File: config.mk
export PLATFORM = sky130hd
export DESIGN_NAME = seq_mult
export DESIGN_NICKNAME = d
export VERILOG_FILES = /design/src/rtl/seq_mult_pkg.sv /design/src/rtl/seq_mult_mag.sv /design/src/rtl/seq_mult.sv
export SDC_FILE = /design/constraint.sdc
export NUM_CORES = 1
export LEC_CHECK = 0
export BUFFER_PORTS_ARGS = -buffer_cell sky130_fd_sc_hd__buf_4
export CAP_MARGIN = 0
export CORE_ASPECT_RATIO = 1.25
export CORE_UTILIZATION = 59
export CTS_BUF_LIST = sky130_fd_sc_hd__clkbuf_16
export DETAILED_ROUTE_END_ITERATION = 12
export PLACE_DENSITY = 0.78
export SKIP_LAST_GASP = 1
export SLEW_MARGIN = 20
export SYNTH_ARGS = -nofsm -noshare
export SYNTH_HDL_FRONTEND = slang
export SYNTH_SLANG_ARGS = --single-unit
File: constraint.sdc
create_clock -name CLK -period 2.6 [get_ports CLK]
set_clock_uncertainty 0.05 [all_clocks]
set_input_delay 0.26 -clock CLK [delete_from_list [all_inputs] [get_ports CLK]]
set_output_delay 0.26 -clock CLK [all_outputs]
set_load 0.05 [all_outputs]
File: src/rtl/seq_mult_pkg.sv
// seq_mult_pkg
//   Shared definitions for the sequential shift-add multiplier:
//   FSM state encoding, default operand width and the iteration-counter
//   width helper.
package seq_mult_pkg;

  // Operand width used when the parent does not override WIDTH.
  localparam int SEQ_MULT_DEFAULT_WIDTH = 8;

  // Controller states.
  typedef enum logic [1:0] {
    IDLE = 2'd0,
    CALC = 2'd1,
    DONE = 2'd2
  } state_t;

  // Bits needed for a counter that must be able to hold the value `width`.
  function automatic int cnt_width(input int width);
    return $clog2(width + 1);
  endfunction

endpackage

File: src/rtl/seq_mult_mag.sv
// seq_mult_mag
//   Combinational conditional two's-complement negation. Used to take the
//   magnitude of a signed operand and to apply the sign to the final product.
//   Ports:
//     value  - input word
//     negate - 1: result = -value, 0: result = value
//     result - output word (same width as value)
module seq_mult_mag
  import seq_mult_pkg::*;
#(
  parameter int W = SEQ_MULT_DEFAULT_WIDTH
) (
  input  logic [W-1:0] value,
  input  logic         negate,
  output logic [W-1:0] result
);

  // Invert-and-increment when negation is requested, pass-through otherwise.
  always_comb begin
    if (negate) begin
      result = (~value) + {{(W-1){1'b0}}, 1'b1};
    end else begin
      result = value;
    end
  end

endmodule

File: src/rtl/seq_mult.sv
// seq_mult
//   Radix-2 sequential shift-add multiplier with start/busy handshake and a
//   per-operation signed/unsigned mode. Signed operands are converted to
//   magnitudes on capture; the sign is re-applied when the result is stored.
//   Parameters:
//     WIDTH - operand width (>= 2); the product is 2*WIDTH bits
//   Ports:
//     CLK       - rising-edge clock
//     reset     - synchronous active-high reset, aborts any operation
//     start     - request, accepted when busy == 0
//     in_signed - 1: two's-complement operands, 0: unsigned (sampled with start)
//     in_a      - multiplicand (sampled with start)
//     in_b      - multiplier (sampled with start)
//     out       - product, held until the next result
//     out_valid - one-cycle strobe on the cycle out is updated
//     busy      - high while an operation is in progress
//   Build option:
//     SEQ_MULT_EARLY_TERM_EN - finish as soon as the remaining multiplier
//                              is zero instead of always iterating WIDTH times
module seq_mult
  import seq_mult_pkg::*;
#(
  parameter int WIDTH = SEQ_MULT_DEFAULT_WIDTH
) (
  input  logic               CLK,
  input  logic               reset,
  input  logic               start,
  input  logic               in_signed,
  input  logic [WIDTH-1:0]   in_a,
  input  logic [WIDTH-1:0]   in_b,
  output logic [2*WIDTH-1:0] out,
  output logic               out_valid,
  output logic               busy
);

  localparam int PW = 2 * WIDTH;
  localparam int CW = cnt_width(WIDTH);

  state_t             state_r;
  state_t             next_state_s;
  logic [PW-1:0]      mcand_r;
  logic [WIDTH-1:0]   mplier_r;
  logic [PW-1:0]      acc_r;
  logic [CW-1:0]      cnt_r;
  logic               sign_r;
  logic [PW-1:0]      out_r;
  logic               out_valid_r;
  logic               busy_r;
  logic [WIDTH-1:0]   a_mag_s;
  logic [WIDTH-1:0]   b_mag_s;
  logic [PW-1:0]      res_s;
  logic               calc_last_s;

  // |a| in signed mode; the most-negative value maps onto 2^(WIDTH-1), which
  // still fits as an unsigned WIDTH-bit magnitude.
  seq_mult_mag #(.W(WIDTH)) u_mag_a (
    .value  (in_a),
    .negate (in_signed & in_a[WIDTH-1]),
    .result (a_mag_s)
  );

  seq_mult_mag #(.W(WIDTH)) u_mag_b (
    .value  (in_b),
    .negate (in_signed & in_b[WIDTH-1]),
    .result (b_mag_s)
  );

  // Sign is applied to the unsigned accumulator; a zero accumulator negates
  // to zero, so -0 never appears.
  seq_mult_mag #(.W(PW)) u_mag_res (
    .value  (acc_r),
    .negate (sign_r),
    .result (res_s)
  );

  // Decide whether the current CALC edge stores the result instead of iterating.
  always_comb begin
`ifdef SEQ_MULT_EARLY_TERM_EN
    calc_last_s = (cnt_r == CW'(WIDTH)) || (mplier_r == {WIDTH{1'b0}});
`else
    calc_last_s = (cnt_r == CW'(WIDTH));
`endif
  end

  // FSM state register.
  always_ff @(posedge CLK) begin
    if (reset) begin
      state_r <= IDLE;
    end else begin
      state_r <= next_state_s;
    end
  end

  // FSM next-state logic; DONE accepts a new start just like IDLE.
  always_comb begin
    next_state_s = state_r;
    case (state_r)
      IDLE: begin
        if (start) next_state_s = CALC;
        else       next_state_s = IDLE;
      end
      CALC: begin
        if (calc_last_s) next_state_s = DONE;
        else             next_state_s = CALC;
      end
      DONE: begin
        if (start) next_state_s = CALC;
        else       next_state_s = IDLE;
      end
      default: next_state_s = IDLE;
    endcase
  end

  // Operand capture, shift-add iteration and registered outputs.
  always_ff @(posedge CLK) begin
    if (reset) begin
      mcand_r     <= {PW{1'b0}};
      mplier_r    <= {WIDTH{1'b0}};
      acc_r       <= {PW{1'b0}};
      cnt_r       <= {CW{1'b0}};
      sign_r      <= 1'b0;
      out_r       <= {PW{1'b0}};
      out_valid_r <= 1'b0;
      busy_r      <= 1'b0;
    end else begin
      out_valid_r <= 1'b0;
      busy_r      <= (next_state_s == CALC);
      case (state_r)
        IDLE, DONE: begin
          if (start) begin
            mcand_r  <= {{WIDTH{1'b0}}, a_mag_s};
            mplier_r <= b_mag_s;
            acc_r    <= {PW{1'b0}};
            cnt_r    <= {CW{1'b0}};
            sign_r   <= in_signed & (in_a[WIDTH-1] ^ in_b[WIDTH-1]);
          end
        end
        CALC: begin
          if (calc_last_s) begin
            out_r       <= res_s;
            out_valid_r <= 1'b1;
          end else begin
            if (mplier_r[0]) begin
              acc_r <= acc_r + mcand_r;
            end
            mcand_r  <= {mcand_r[PW-2:0], 1'b0};
            mplier_r <= {1'b0, mplier_r[WIDTH-1:1]};
            cnt_r    <= cnt_r + {{(CW-1){1'b0}}, 1'b1};
          end
        end
        default: begin
          out_valid_r <= 1'b0;
        end
      endcase
    end
  end

  assign out       = out_r;
  assign out_valid = out_valid_r;
  assign busy      = busy_r;

endmodule

# Word level (Yosys, flattened, before mapping)
# Cells that the tools add are included.
# word_totals
wordCells,57
out_inout_bits,18
ff_bits,65
# op_classes
n_eq_ne,7
muxes,20
reduce_logical,8
bitwise_logic,8
add_sub_neg,5
# ops
cell,n
$mux W16,6
$pmux W16 S2,2
$mux W8,4
$add A16 B1 Y16 const B,1
$add A16 B16 Y16,1
$add A8 B1 Y8 const B,2
$not A16 Y16,1
$not A8 Y8,2
$pmux W8 S2,1
$mux W4,2
$pmux W4 S2,1
$add A4 B1 Y4 const B,1
$eq A2 B1 Y1 const B,2
$eq A4 B4 Y1 const B,1
$ne A2 B2 Y1 const B,2
$pmux W2 S2,1
$reduce_and A2 Y1,2
$reduce_and A4 Y1,1
$reduce_or A2 Y1,2
$and A1 B1 Y1,3
$reduce_and A3 Y1,1
$eq A2 B2 Y1 const B,1
$logic_not A2 Y1,1
$mux W1,2
other kinds (5),5

# Depth between registers and ports, before layout
# Gate-level depths: netlist of the first run.
# depth
word_depth,5
ltp_mapped,9
ltp_nobuf,9

# Hierarchy
# Synthesis of the first run repeated with hierarchy kept, for this count alone.
# unflattened
cells_unflattened,470
area_unflattened_um2,3846.2
# modules_own_cells
mod,area_each_um2,seq_area_each_um2,instances,cells_per_inst
seq_mult,3170.5,1301.2,1,381
seq_mult_mag (u_mag_a ...),171.4,0.0,2,21
seq_mult_mag (u_mag_res),332.8,0.0,1,47

# Least setup slack after synthesis of the first run
# OpenSTA, ideal clock, no wires.
# synth_path
kind,register to register
start,register acc_r[0]
end,register acc_r[14]
stages_incl_launch_ff,10
slack_ns,0.495
arrival_ns,1.938
path_buffers,0
required_ns,2.433
cell_sequence,dfxtp_1 > ha_1 > inv_1 > fa_1 > nor2b_1 > o2111ai_1 > a21oi_1 > a41oi_1 > xnor2_1 > a22o_1
# synth_between
elab_chain_cells,4
# synth_lines
item,line,rtl
"start, declared",seq_mult.sv:43,logic [PW-1:0] acc_r;
"start signal, assigned",seq_mult.sv:119,acc_r <= {PW{1'b0}};
"start signal, assigned",seq_mult.sv:133,acc_r <= {PW{1'b0}};
"start signal, assigned",seq_mult.sv:144,acc_r <= acc_r + mcand_r;
$add A16 B16 Y16,seq_mult.sv:144,
$mux W16,seq_mult.sv:143,if (mplier_r[0]) begin
$mux W16,seq_mult.sv:139,if (calc_last_s) begin
$pmux W16 S2,seq_mult.sv:128,case (state_r)
# Every way passes these cells. The select of a mux whose other input is x is not followed.
# A chain may end at the register's enable or synchronous reset.

# Final worst setup path of the first run
# Same ends and word-level chain as after synthesis.

==> results.md, run 1 <==
- Routed Antenna Nets: 0
- I/O pin cnt: 38
- met2 routed wirelength: 4.24 mm
- die span in y: 90.9 um
- cell type of the slowest stage on the worst timing path: sky130_fd_sc_hd__dfxtp_1
- number of design-rule violations left by the first detailed-router iteration: 171
- via count of the first global-routing pass: 3,208
- warning count from the yosys run: 0
- critical setup path kind: register to register
- horizontal extent of the die: 73.1 um
- Placeable Area: 6130 um2
- share of the core filled with cells in the final layout: 0.711
- Synthesized Nets: 505
- Min-Delay Path Class: primary input to register
- clk sink count: 65
- transition time at the pin with the least slew margin: 722 ps
- initial antenna violation count: 0
- drc violations: 0
- critical path's top delay family: compound AO/OA/AOI/OAI gates
- layout filler cell count: 527
- startpoint type of the worst setup path: register
- CTS Root Buffer Type: sky130_fd_sc_hd__clkbuf_16
- number of cell instances on the worst register-to-register path: 9
- CP bufs+invs: 1
- number of synthesized register bits: 65
- hold-fix buffer count after cts: 0
- pin count of the biggest net entering global routing: 58
- total global-route track usage: 0.276
- syn_area_per_cell: 8.04 um2
- final setup vio count: 0
- detailed-route via count: 3,380
- Worst Path Required: 2780 ps
- most frequent cells in the layout: sky130_fd_sc_hd__dfxtp_1 (65), sky130_fd_sc_hd__a21oi_1 (54), sky130_fd_sc_hd__nor2_1 (52)
- Routed Wire Length: 8.29 mm
- share of synthesized registers carrying an async set or reset: 0
- final standard cell area without fillers: 4360 um2
- Period minus WS final: 2350 ps
- met3 wire len: 321 um
- chain of cells forming the critical path: ha_1 > inv_1 > fa_1 > nor2b_1 > o2111ai_1 > a21oi_1 > a41oi_1 > xnor2_1 > a22o_1
- instance area after placement: 4040 um2
- global-route wire length before repair: 14.4 mm
- Row Count: 32
- cell leakage power: 1.84 nW
- WP depth: 9
- final hold violations: 0
- hold depth: 3
- clock latency reported for the late side of the worst-skew pair: 330 ps
- Pwr Total: 2.62 mW
- power density cells: 601 nW/um2
- Max Cap Violations: 0
- final worst slack: 249 ps
- count of final max-slew check failures: 0
- Inserted Diodes: 0
- final cycle utilization of the critical path: 0.904
- highest attainable clock frequency: 0.425 GHz
- Crit path arrival time: 2530 ps
- Highest Signal Layer: met4
- 1st-pass router iterations: 5
- commonest non-fill, non-tap cell in the layout: sky130_fd_sc_hd__dfxtp_1
- Die Area: 6640 um2
- TritonCTS clock tree: yes
- portion of the post-synthesis area used by sequential elements: 0.349
- Max clock buf depth: 2
- TritonCTS buffer count: 9
- total of cells resized after clock tree synthesis: 0
- count of different cell masters after synthesis: 56
- Layout area overhead: 16.8%
- half-perimeter wire length after placement: 5.97 mm
- initial core utilization: 0.609
- RSZ-0062 raised after global routing: false
- Syn Inst Count: 464
- crit path capture type: register
- status: complete, no violations
- total negative slack for setup checks: 0 ps
- H-tree depth: 3
- aggregate global routing overflow: 0
- final weighted congestion of routability-driven global placement: 0.938
- most frequently used flop master after synthesis: sky130_fd_sc_hd__dfxtp_1
- peak supply drop: 0.405 mV
- setup slack at placement: 279 ps
- net count reported at finish: 534
- post-CTS setup repair buffer count: 0
- Syn Std Cell Area: 3730 um2
- Slew headroom: 0.518
- fraction of final layout cells with drive strength greater than 1: 0.137
- peak fanout along the critical path: 5
- number of enable flip-flop cells after synthesis: 0
- Wirelength per Cell: 14.2 um
- clock-pin slew on the worst setup and hold paths: 60 ps
- wire length on met1: 3.64 mm
- CP max stage delay: 410 ps
- number of buffers added on ports: 37
- post-detailed-route via-to-cell ratio: 5.80
-- through the flow --
stage	cells	hold WS, ps
2_1_floorplan	464	372
3_3_place_gp	567	390
3_5_place_dp	567	397
4_1_cts	583	159
5_1_grt	583	188
6_report	583	163
-- path summary, 6_finish.rpt --
check / startpoint / endpoint / slack [ps]
worst min-delay path: in_a[0] / mcand_r[0] / 160
worst min register to register: out[10] / out[10] / 400
worst max register to register: acc_r[0] / acc_r[14] / 250
worst max-delay path: acc_r[0] / acc_r[14] / 250
-- layout make-up --
| class | instances | area, um2 | share of cell area |
|---|---|---|---|
| well taps | 85 | 106 | 0.0244 |
| clock buffers | 9 | 225 | 0.0517 |
| clock inverters | 7 | 96.3 | 0.0221 |
| flip-flops and latches | 65 | 1300 | 0.299 |
| inverters | 17 | 63.8 | 0.0146 |
| multi-input cells | 356 | 2230 | 0.513 |
| repair buffers | 44 | 330 | 0.0758 |
-- tightest hold or removal path, delay by kind of cell --
kind	cells	cell delay, ps
AO/OA/AOI/OAI	1	70
buffers and inverters	1	100
AND/OR/NAND/NOR	1	80
-- layer usage --
layer / track usage / up-vias
li1: - / 1720
met1: 0.329 / 1569
met2: 0.481 / 84
met3: 0.0513 / 7
met4: 0.0997 / 0
met5: 0 / -
-- cells by family (layout without fill, tap and decap cells) --
kind of cell               Yosys count  count (layout)  synth area share
AOI/OAI and AO/OA                  140             140             0.240
xor gates and xnor gates            34              34            0.0799
adders and majority gates           21              21            0.0725
buffers and inverters               43              77            0.0530
DFF                                 65              65             0.349
muxes                                1               1           0.00268
and+or+nand+nor                    160             160             0.203
-- power breakdown --
group	switching (mW)	internal [mW]
Sequential	0.0283	1.03
Combinational	0.169	0.108
Clock	0.449	0.838
Total	0.646	1.97
-- sequential cells by signal (all words and copies together) (netlist names) --
signal,count
acc_r,16
mcand_r,16
out,16
mplier_r,8
cnt_r,4
state_r,2
busy,1
out_valid,1
sign_r,1
-- synthesized netlist by cell type, types with 5 or more instances --
library cell,count,area [um2]
sky130_fd_sc_hd__a21oi_1,55,275
sky130_fd_sc_hd__xnor2_1,19,166
sky130_fd_sc_hd__or3_1,5,31.3
sky130_fd_sc_hd__nand2_1,47,176
sky130_fd_sc_hd__nor3_1,5,25.0
sky130_fd_sc_hd__a211oi_1,15,113
sky130_fd_sc_hd__a22o_1,8,70.1
sky130_fd_sc_hd__o21ai_0,20,100
sky130_fd_sc_hd__xor2_1,15,131
sky130_fd_sc_hd__inv_1,17,63.8
sky130_fd_sc_hd__nor2b_1,5,31.3
sky130_fd_sc_hd__a311oi_1,6,52.6
sky130_fd_sc_hd__dfxtp_1,65,1300
sky130_fd_sc_hd__clkbuf_1,16,60.1
sky130_fd_sc_hd__nor2_1,52,195
sky130_fd_sc_hd__ha_1,20,250
sky130_fd_sc_hd__nand3_1,20,100
sky130_fd_sc_hd__and3_1,6,37.5
No activity file was read; power rests on OpenSTA's default activity.
==> run 2, diff against run 1 <==
==> constraint.sdc (replaced) <==
create_clock -name CLK -period 2.6 [get_ports CLK]
set_clock_uncertainty 0.05 [all_clocks]
set_input_delay 0.13 -clock CLK [delete_from_list [all_inputs] [get_ports CLK]]
set_output_delay 0.13 -clock CLK [all_outputs]
set_load 0.05 [all_outputs]
==> run 2 against run 1 <==
  * Combinational power rose by 2%
  * Sequential share of layout area rose by 0.12 points
  * Sequential power hardly changed
  * Wire length up 1.2%
  * Via count fell by 0.59%
  * First-iteration DRC count is 8.2% lower
  * Critical path depth did not move
  * Global-route usage is 0.19 points higher
==> results.md, run 2 (synthesized netlist as in run 1, its figures left out) <==
- cell leakage power: 1.83 nW, -0.49%
- Highest Signal Layer: met4
- startpoint type of the worst setup path: register
- Layout area overhead: 16.4%
- wire length on met1: 3.70 mm, +1.8%
- met3 wire len: 299 um, -6.9%
- Placeable Area: 6130 um2, unchanged
- power density cells: 580 nW/um2, -3.5%
- TritonCTS buffer count: 9, unchanged
- met2 routed wirelength: 4.20 mm, -0.99%
- Max clock buf depth: 2, unchanged
- pin count of the biggest net entering global routing: 58, unchanged
- commonest non-fill, non-tap cell in the layout: sky130_fd_sc_hd__dfxtp_1
- number of cell instances on the worst register-to-register path: 9, unchanged
- half-perimeter wire length after placement: 6.05 mm, +1.4%
- hold-fix buffer count after cts: 0, unchanged
- via count of the first global-routing pass: 3,211, +0.094%
- drc violations: 0, unchanged
- endpoint of the most critical setup path: acc_r[14]
- global-route wire length before repair: 14.4 mm, +0.43%
- Worst Path Required: 2770 ps, about the same
- WP depth: 9, unchanged
- peak fanout along the critical path: 5, unchanged
- detailed-route via count: 3,360, -0.59%
- cell type of the slowest stage on the worst timing path: sky130_fd_sc_hd__dfxtp_1
- final setup vio count: 0, unchanged
- initial core utilization: 0.609, unchanged
- crit path capture type: register
- post-detailed-route via-to-cell ratio: 5.75, -0.76%
- CTS Root Buffer Type: sky130_fd_sc_hd__clkbuf_16
- Min-Delay Path Class: primary input to register
- fraction of final layout cells with drive strength greater than 1: 0.138, +0.00173
- Die Area: 6640 um2, unchanged
- final weighted congestion of routability-driven global placement: 0.938, about the same
- Max Cap Violations: 0, unchanged
- chain of cells forming the critical path: ha_1 > inv_1 > fa_1 > nor2b_1 > o2111ai_1 > a21oi_1 > a41oi_1 > xnor2_1 > a22o_1
- 1st-pass router iterations: 5, unchanged
- critical path's top delay family: compound AO/OA/AOI/OAI gates
- transition time at the pin with the least slew margin: 642 ps, -79.8 ps
- count of final max-slew check failures: 0, unchanged
- final hold violations: 0, unchanged
- die span in y: 90.9 um, unchanged
- initial antenna violation count: 0, unchanged
- net count reported at finish: 535, +0.19%
- number of buffers added on ports: 37, unchanged
- H-tree depth: 3, unchanged
- TritonCTS clock tree: yes
- number of design-rule violations left by the first detailed-router iteration: 157, -8.2%
- Inserted Diodes: 0, unchanged
- aggregate global routing overflow: 0, unchanged
- CP bufs+invs: 1, unchanged
- endpoint of the worst register-to-register path: acc_r[14]
- Crit path arrival time: 2500 ps, -30 ps
- highest attainable clock frequency: 0.429 GHz, +0.78%
- RSZ-0062 raised after global routing: false
- critical setup path kind: register to register
- post-CTS setup repair buffer count: 0, unchanged
- share of the core filled with cells in the final layout: 0.708, -0.00286
- status: complete, no violations
- clock-pin slew on the worst setup and hold paths: 60 ps, about the same
- final cycle utilization of the critical path: 0.897, -0.00704
- I/O pin cnt: 38, unchanged
- total global-route track usage: 0.278, +0.00190
- launch point of the worst path: acc_r[0]
- CP max stage delay: 400 ps, about the same
- Period minus WS final: 2330 ps, -18.3 ps
- Routed Antenna Nets: 0, unchanged
- Crit Reg-Reg Startpoint: acc_r[0]
- Slew headroom: 0.568, +0.0497
- register-to-register path setup slack: 270 ps, +20 ps
- Wirelength per Cell: 14.4 um, +1.0%
- Routed Wire Length: 8.39 mm, +1.2%
- clock latency reported for the late side of the worst-skew pair: 330 ps, about the same
- clk sink count: 65, unchanged
- most frequent cells in the layout: sky130_fd_sc_hd__dfxtp_1 (65), sky130_fd_sc_hd__a21oi_1 (54), sky130_fd_sc_hd__nor2_1 (52)
- Row Count: 32, unchanged
- total negative slack for setup checks: 0 ps, unchanged
- horizontal extent of the die: 73.1 um, unchanged
- total of cells resized after clock tree synthesis: 0, unchanged
- peak supply drop: 0.388 mV, -4.1%
==> run 2: cell types whose count changed in the layout (fill, tap and decap cells not counted) <==
cell | before | now
sky130_fd_sc_hd__bufinv_16 | 2 | 1
sky130_fd_sc_hd__clkinv_1 | 0 | 1
sky130_fd_sc_hd__clkinv_2 | 0 | 1
sky130_fd_sc_hd__buf_4 | 44 | 45
sky130_fd_sc_hd__inv_1 | 18 | 17
==> run 2: report_power, final <==
part	switching, mW	internal [mW]
Sequential	0.0282	1.03
Combinational	0.172	0.110
Clock	0.441	0.739
Total	0.641	1.88
==> run 2: stage by stage <==
step | worst slack [ps] | area [um2] | cells | hold WS, ps | total power [mW]
2_1_floorplan | 495 | 3730 | 464 | 242 | 1.27
3_3_place_gp | 343 | 4040 | 568 | 365 | 1.34
6_report | 268 | 4340 | 584 | 30.0 | 2.52
4_1_cts | 284 | 4340 | 584 | 23.9 | 2.53
3_5_place_dp | 299 | 4040 | 568 | 368 | 1.35
5_1_grt | 46.8 | 4340 | 584 | 58.8 | 2.61
==> run 2: how the worst min path moves through the flow <==
stage	to	startpoint	slack (ps)	cells after the start
5_1_grt	mcand_r[0]	in_a[0]	60	3
6_report	mcand_r[0]	in_a[0]	30	3
2_1_floorplan	mcand_r[0]	in_a[0]	240	2
3_3_place_gp	mcand_r[0]	in_a[0]	370	3
4_1_cts	mcand_r[0]	in_a[0]	20	3
3_5_place_dp	mcand_r[0]	in_a[0]	370	3
==> run 2: final cells by class <==
type,count,area [um2]
clock buffers,9,225
clock inverters,7,71.3
fillers,525,1790
inverters,17,63.8
multi-input cells,356,2230
flip-flops and latches,65,1300
well taps,85,106
repair buffers,45,338
==> run 2: routing by layer <==
metal | GRT usage | vias to the layer above
met3 | 0.0525 | 16
met4 | 0.101 | 0
li1 | - | 1714
met1 | 0.340 | 1555
met5 | 0 | -
met2 | 0.475 | 75
==> run 2: tightest hold or removal path, delay by kind of cell <==
family	cells	cell delay, ps
simple gates	1	80
buf+inv	1	100
compound gates	1	70
==> run 3, diff against run 2 <==
CORE_MARGIN = 3   (was default)
==> run 3 against run 2 <==
  * First-iteration DRC count rose by 28%
  * Core utilization is 2.1 points higher
  * Register-to-register slack lost 40 ps
  * Clock power is essentially flat
  * Non-clock buffer count grew 2
  * Via count grew 1.8%
  * Die area increased by 10%
  * Critical path depth unchanged
  * Wire length is 4.1% higher
  * Global-route usage fell by 3.0 points
  * Hold slack improved by 17 ps
  * Critical endpoint unchanged
==> results.md, run 3 (synthesized netlist as in run 1, its figures left out) <==
- final cycle utilization of the critical path: 0.912, +0.0147
- final worst slack: 229 ps, -38.2 ps
- count of final max-slew check failures: 0, unchanged
- CP max stage delay: 390 ps, about the same
- pin count of the biggest net entering global routing: 58, unchanged
- post-CTS setup repair buffer count: 0, unchanged
- fraction of final layout cells with drive strength greater than 1: 0.142, +0.00344
- Layout area overhead: 16.9%
- via count of the first global-routing pass: 3,226, +0.47%
- total global-route track usage: 0.249, -0.0295
- die span in y: 94.9 um, +4.4%
- TritonCTS clock tree: yes
- register-to-register path setup slack: 230 ps, -40 ps
- aggregate global routing overflow: 0, unchanged
- 1st-pass router iterations: 4, -1
- number of buffers added on ports: 37, unchanged
- critical setup path kind: register to register
- Wirelength per Cell: 15.0 um, +4.2%
- clk sink count: 65, unchanged
- half-perimeter wire length after placement: 6.41 mm, +5.8%
- initial antenna violation count: 0, unchanged
- Routed Wire Length: 8.73 mm, +4.1%
- number of cell instances on the worst register-to-register path: 9, unchanged
- CP bufs+invs: 1, unchanged
- setup slack at placement: 219 ps, -80.1 ps
- clock latency reported for the late side of the worst-skew pair: 330 ps, about the same
- Row Count: 31, -3.1%
- power density cells: 573 nW/um2, -1.3%
- highest attainable clock frequency: 0.422 GHz, -1.6%
- peak supply drop: 0.364 mV, -6.4%
- net count reported at finish: 537, +0.37%
- H-tree depth: 3, unchanged
- critical path's top delay family: compound AO/OA/AOI/OAI gates
- Placeable Area: 5970 um2, -2.5%
- crit path capture type: register
- Min-Delay Path Class: primary input to register
- peak fanout along the critical path: 5, unchanged
- hold-fix buffer count after cts: 0, unchanged
- layout filler cell count: 503, -4.2%
- Worst Path Required: 2770 ps, about the same
- Slew headroom: 0.570, +0.00233
- cell type of the slowest stage on the worst timing path: sky130_fd_sc_hd__dfxtp_1
- startpoint type of the worst setup path: register
- final hold violations: 0, unchanged
- most frequent cells in the layout: sky130_fd_sc_hd__dfxtp_1 (65), sky130_fd_sc_hd__a21oi_1 (53), sky130_fd_sc_hd__nor2_1 (52)
- Period minus WS final: 2370 ps, +38.2 ps
- horizontal extent of the die: 77.1 um, +5.5%
- WP depth: 9, unchanged
- total negative slack for setup checks: 0 ps, unchanged
- chain of cells forming the critical path: ha_1 > inv_1 > fa_1 > nor2b_1 > o2111ai_1 > a21oi_2 > a41oi_1 > xnor2_1 > a22o_1
- status: complete, no violations
- cell leakage power: 1.84 nW, +0.92%
- detailed-route via count: 3,421, +1.8%
- CTS Root Buffer Type: sky130_fd_sc_hd__clkbuf_16
- total of cells resized after clock tree synthesis: 0, unchanged
- global-route wire length before repair: 14.6 mm, +1.2%
- I/O pin cnt: 38, unchanged
- final setup vio count: 0, unchanged
- drc violations: 0, unchanged
- Inserted Diodes: 0, unchanged
- smallest hold slack: 46.7 ps, +16.7 ps
- Crit path arrival time: 2540 ps, +40 ps
- TritonCTS buffer count: 9, unchanged
- Routed Antenna Nets: 0, unchanged
- instance area after placement: 4070 um2, +0.59%
- transition time at the pin with the least slew margin: 643 ps, +0.921 ps
- post-detailed-route via-to-cell ratio: 5.87, +2.0%
- Max Cap Violations: 0, unchanged
- Max clock buf depth: 2, unchanged
- initial core utilization: 0.624, +0.0156
- clock-pin slew on the worst setup and hold paths: 50 ps, about the same
- Die Area: 7320 um2, +10%
- final weighted congestion of routability-driven global placement: 0.862, -8.1%
- final standard cell area without fillers: 4360 um2, +0.43%
- RSZ-0062 raised after global routing: false
- commonest non-fill, non-tap cell in the layout: sky130_fd_sc_hd__dfxtp_1
- number of design-rule violations left by the first detailed-router iteration: 201, +28%
- hold depth: 3, unchanged
run 3: area by class of cell:
class	count	area (um2)	area share
Multi-Input combinational cell	356	2240	0.513
Sequential cell	65	1300	0.299
Timing Repair Buffer	47	365	0.0838
Clock buffer	9	225	0.0517
Tap cell	82	103	0.0235
Inverter	17	63.8	0.0146
Clock inverter	7	62.6	0.0144
run 3: worst paths after layout:
kind	end	from
max	acc_r[14]	acc_r[0]
min	mcand_r[0]	in_a[0]
max reg2reg	acc_r[14]	acc_r[0]
min reg2reg	out[8]	out[8]
run 3: worst reg2reg max path: cells and delay by family, from the launching register on:
kind                     cells  cell delay [ps]
adder cells (fa/ha/maj)      2              610
flip-flops                   1              390
XOR/XNOR                     1              160
buffers and inverters        1               70
AND/OR/NAND/NOR              1              210
AO/OA/AOI/OAI                4              790
run 3: routing by layer:
metal  part of all wire  wire length [um]  GRT usage
met4              0.025               215      0.110
met2               0.49              4280      0.443
met1               0.44              3870      0.292
met5                  0                 0          0
met3              0.042               363     0.0458
run 3: power breakdown:
group	total, mW	switching (mW)	internal, mW
Sequential	1.06	0.0272	1.03
Clock	1.15	0.422	0.730
Combinational	0.287	0.174	0.113
Total	2.50	0.623	1.87
run 3: through the flow:
stage,total power [mW],instances,util
after CTS,2.51,583,0.729
after floorplan,1.27,464,-
final,2.50,583,0.730
after detailed placement,1.36,567,0.681
after global routing,2.59,583,0.730
after global placement,1.35,567,0.681
